<file path="src/rtl/window_gen.sv">
// Raster-scan 6x6 sliding-window generator: five line buffers feed a shifting
// window register, flagged valid only when the whole window lies inside the image.
module window_gen #(
  parameter int IMG_W = 64,
  parameter int IMG_H = 64
) (
  input  logic                    clk,
  input  logic                    reset,
  input  logic [7:0]              pix_in,
  input  logic                    pix_valid,
  input  logic                    pix_sof,
  output logic [0:5][0:5][7:0]    window,
  output logic                    win_valid,
  output logic                    frame_done
);

  localparam int DATA_W = 8;
  localparam int COL_W  = $clog2(IMG_W);
  localparam int ROW_W  = $clog2(IMG_H);
  localparam logic [COL_W-1:0] COL_LAST = COL_W'(IMG_W - 1);
  localparam logic [ROW_W-1:0] ROW_LAST = ROW_W'(IMG_H - 1);
  localparam logic [COL_W-1:0] COL_MIN  = COL_W'(5);
  localparam logic [ROW_W-1:0] ROW_MIN  = ROW_W'(5);

  logic [COL_W-1:0]  col;
  logic [ROW_W-1:0]  row;
  logic [COL_W-1:0]  cur_col;
  logic [ROW_W-1:0]  cur_row;
  logic              accept;
  logic              resync;
  logic              col_last;
  logic              row_last;
  logic              vld_p0;
  logic              done_p0;
  logic              vld_p1;
  logic              done_p1;

  logic [DATA_W-1:0] lb [0:4][0:IMG_W-1];

  // Stage p0: position of the accepted pixel, with SOF forcing (0,0)
  always_comb begin
    accept   = pix_valid && !reset;
    resync   = pix_valid && pix_sof;
    cur_col  = resync ? '0 : col;
    cur_row  = resync ? '0 : row;
    col_last = (cur_col == COL_LAST);
    row_last = (cur_row == ROW_LAST);
    vld_p0   = accept && (cur_row >= ROW_MIN) && (cur_col >= COL_MIN);
    done_p0  = accept && row_last && col_last;
  end

  always_ff @(posedge clk) begin
    if (reset) begin
      col <= '0;
      row <= '0;
    end else if (pix_valid) begin
      if (col_last) begin
        col <= '0;
        row <= row_last ? '0 : cur_row + ROW_W'(1);
      end else begin
        col <= cur_col + COL_W'(1);
        row <= cur_row;
      end
    end
  end

  // Line buffers hold raw image data and are deliberately never cleared;
  // validity gating keeps stale rows from ever being flagged.
  always_ff @(posedge clk) begin
    if (accept) begin
      lb[0][cur_col] <= pix_in;
      for (int k = 1; k < 5; k++) begin
        lb[k][cur_col] <= lb[k-1][cur_col];
      end
    end
  end

  // Stage p1: window shift register and its qualifiers
  always_ff @(posedge clk) begin
    if (reset) begin
      window <= '0;
    end else if (pix_valid) begin
      for (int r = 0; r < 6; r++) begin
        for (int c = 0; c < 5; c++) begin
          window[r][c] <= window[r][c+1];
        end
      end
      for (int r = 0; r < 5; r++) begin
        window[r][5] <= lb[4-r][cur_col];
      end
      window[5][5] <= pix_in;
    end
  end

  always_ff @(posedge clk) begin
    if (reset) begin
      vld_p1  <= 1'b0;
      done_p1 <= 1'b0;
    end else begin
      vld_p1  <= vld_p0;
      done_p1 <= done_p0;
    end
  end

  assign win_valid  = vld_p1;
  assign frame_done = done_p1;

endmodule

</file>
<file path="config.mk">
export PLATFORM = sky130hd
export DESIGN_NAME = window_gen
export DESIGN_NICKNAME = d
export VERILOG_FILES = /design/src/rtl/window_gen.sv
export SDC_FILE = /design/constraint.sdc
export NUM_CORES = 2
export LEC_CHECK = 0
export ABC_AREA = 1
export BUFFER_PORTS_ARGS = -buffer_cell sky130_fd_sc_hd__clkbuf_2
export CAP_MARGIN = 10
export CELL_PAD_IN_SITES_DETAIL_PLACEMENT = 0
export CELL_PAD_IN_SITES_GLOBAL_PLACEMENT = 1
export CORE_MARGIN = 1.5
export CORE_UTILIZATION = 45
export DETAILED_ROUTE_END_ITERATION = 8
export PLACE_DENSITY = 0.76
export SKIP_LAST_GASP = 1
export SLEW_MARGIN = 20
export SYNTH_ARGS = -nofsm -noshare
export SYNTH_HDL_FRONTEND = slang
export SYNTH_SLANG_ARGS = --single-unit
</file>
<file path="constraint.sdc">
create_clock -name clk -period 6.85 [get_ports clk]
set_input_delay 1.37 -clock clk [delete_from_list [all_inputs] [get_ports clk]]
set_output_delay 1.37 -clock clk [all_outputs]
set_load 0.005 [all_outputs]
</file>
==> results.toml <==
[outcome]
status = "complete, no violations"

[finish]
nFillCells = 23500
nets = 12100
drive_above_1_share = 0.0893
syn2layout_area_growth_pct = 13.3
fin_util = 0.514

[timing]
setup_viol_count_final = 0
fin_crit_sh = 0.733
final.setup.tns_ns = 0
worst_clock_skew_ns = 0.0539
hold_violations = 0
maxSlewHeadroom = 0.211
finalCriticalPeriod_ns = 5.02
slew_viol_final = 0
grt_setup_unrepaired = "no"
tightest_slew_ns = 1.18
timing.fmax_mhz = 199

[clock_tree]
cts_made_buffers = 309
htree_levels = 5
clock-sinks = 2862
cts-resized-gates = 0
root_buffer = "clkbuf_16"
holdBufCountCts = 0
cts_buffer_depth = 4
cts_tree = "done"
clk_latency_ns = 0.97
cts_setup_buffers = 0
clkTransAtPathRegs_ns = 0.06

[synthesis]
synth-seq-area-share = 0.695
ys_top_cells_by_area = "edfxtp_1 (64%), nand2_1 (19%), dfxtp_1 (5.1%)"
syn_area_um2 = 119000
ys_ff_latch = 2862
synth_top_area_cell = "edfxtp_1"
synth_top_area_frac = 0.644
synth_nets = 11900
yosys_warnings = 0
synth_cells = 11900
syn_area_per_cell_um2 = 10.0
ys_types = 29

[global_routing]
grt_pass1_wl_um = 545000
track_usage = 0.272
grt_start_max_net_pins = 182
antenna_found_initial = 14
grt_overflow = 0
grt_pass1_vias = 81000

[detailed_routing]
viasPerCell = 5.46
drt_iter0_markers = 9926
avgRoutedWirePerCell_um = 23.5
first_pass_iters = 6
wirelength_um = 372000
drc = 0
postRouteAntennaNets = 0
via_count = 86400

[worst_setup_path]
crit_chain = "buf_8, nand2_8, nand2_8, inv_8, nand2_1, inv_1, nand2_1, nor2_4, buf_4"
max_stage_delay_ns = 0.87
crit_arrival_ns = 5.59
required_ns = 7.42
end_kind = "flop"
crit_path_max_fanout = 73
startpoint_type = "input port"
crit_type = "input port to flop"
critPathSlowestCell = "nor2_4"

[power_and_ir_drop]
power_density_nw_per_um2 = 286
ir_drop_mv = 0.230
power_leakage_nw = 55.8

[floorplan]
die_area_um2 = 268000
num_io_pins = 302
core.rowCount = 188
start_util = 0.454
chipHeight_um = 518
core-area_um2 = 263000
die_width_um = 518

[place]
hpwl_um = 206000
gp_congestion = 0.907
numPortBuffers = 301

[min_path]
hold_path_class = "flop to flop"

[run]
maxCapViolations = 0
-- worst paths after layout --
check | depth (start not counted) | end | slack [ns] | start
worst max-delay path | 9 | lb[3][503]$_DFFE_PP_ | 1.83 | pix_valid
worst min-delay path | 2 | row[0]$_SDFFE_PP0P_ | 0.47 | row[0]$_SDFFE_PP0P_
worst max register to register | 7 | lb[3][503]$_DFFE_PP_ | 2.09 | col[0]$_SDFFE_PP0P_
worst min register to register | 2 | row[0]$_SDFFE_PP0P_ | 0.47 | row[0]$_SDFFE_PP0P_
-- area by class of cell --
| cell class | instances | area, um2 | area share |
|---|---|---|---|
| clock buffer | 392 | 8310 | 0.0615 |
| sequential | 2862 | 82900 | 0.614 |
| timing repair buffer | 554 | 4230 | 0.0313 |
| tap | 3515 | 4400 | 0.0325 |
| inverter | 181 | 714 | 0.00529 |
| clock inverter | 149 | 1270 | 0.00943 |
| antenna | 2 | 5.00 | 0.0000370 |
| multi-input combinational | 8161 | 33300 | 0.246 |
-- cell usage after synthesis --
master / n
inv_1: 167
nand3_1: 1038
dfxtp_1: 302
xor2_1: 1
o21ai_1: 10
nor2_4: 1
a21oi_1: 70
buf_4: 8
nand2_1: 6019
nand3b_1: 31
clkinv_1: 2
nor3_1: 6
o22ai_1: 1
ha_1: 3
buf_2: 257
buf_1: 87
inv_2: 12
nand4_1: 2
nand2_2: 5
nor3b_1: 1
edfxtp_1: 2560
nor2_1: 668
clkbuf_1: 367
nor2_2: 1
nor4_1: 2
buf_6: 2
o211ai_1: 6
nor3_2: 1
o21ai_0: 295
-- metal layers --
layer / wire (um) / global-route usage / up-vias
met5: 44 / 0 / -
met4: 9810 / 0.0736 / 6
met3: 34400 / 0.0492 / 582
met2: 173000 / 0.434 / 4074
met1: 155000 / 0.381 / 42000
li1: - / - / 39700
-- flip-flops by register name, summed over array words and instances (netlist names) --
register	flops
row	6
win_valid	1
col	6
window	288
frame_done	1
lb	2560
-- layout by cell type (no fill, tap or decap), types with 168 or more instances in the layout --
cell type  synthesis  final
buf_4              8    190
clkbuf_16          0    318
clkbuf_2           0    304
dfxtp_1          302    301
edfxtp_1        2560   2560
inv_1            167    168
nand2_1         6019   5987
nand3_1         1038   1038
nor2_1           668    597
o21ai_0          295    295
-- worst max-delay path, delay by kind of cell --
kind / cells / cell delay [ns]
buf+inv: 4 / 1.49
simple gates: 5 / 2.43
-- report_power, final --
part,internal (mW),switching [mW],leakage (nW)
Combinational,0.714,2.30,25.5
Clock,9.38,6.71,4.71
Sequential,19.5,0.117,25.6
-- kinds of logic (layout without fill, tap and decap cells) --
group,after synthesis,in the layout,share of synthesized area
DFF,2862,2862,0.695
xor gates and xnor gates,1,1,0.0000734
adders and majority gates,3,3,0.000315
buffers and inverters,902,1276,0.0315
AOI/OAI and AO/OA,382,382,0.0162
and+or+nand+nor,7775,7775,0.257
other,0,2,0
-- through the flow --
step	power (mW)	cell area [um2]	hold slack (ns)	worst slack [ns]	cells
after detailed placement	22.9	126000	0.461	1.02	15300
after global routing	39.8	135000	0.498	1.79	15800
final	38.7	135000	0.472	1.83	15800
after CTS	38.9	135000	0.470	2.02	15800
after floorplan	21.7	119000	0.445	2.17	11900
after global placement	22.9	125000	0.458	1.07	15300
(Power assumes the default switching activity.)
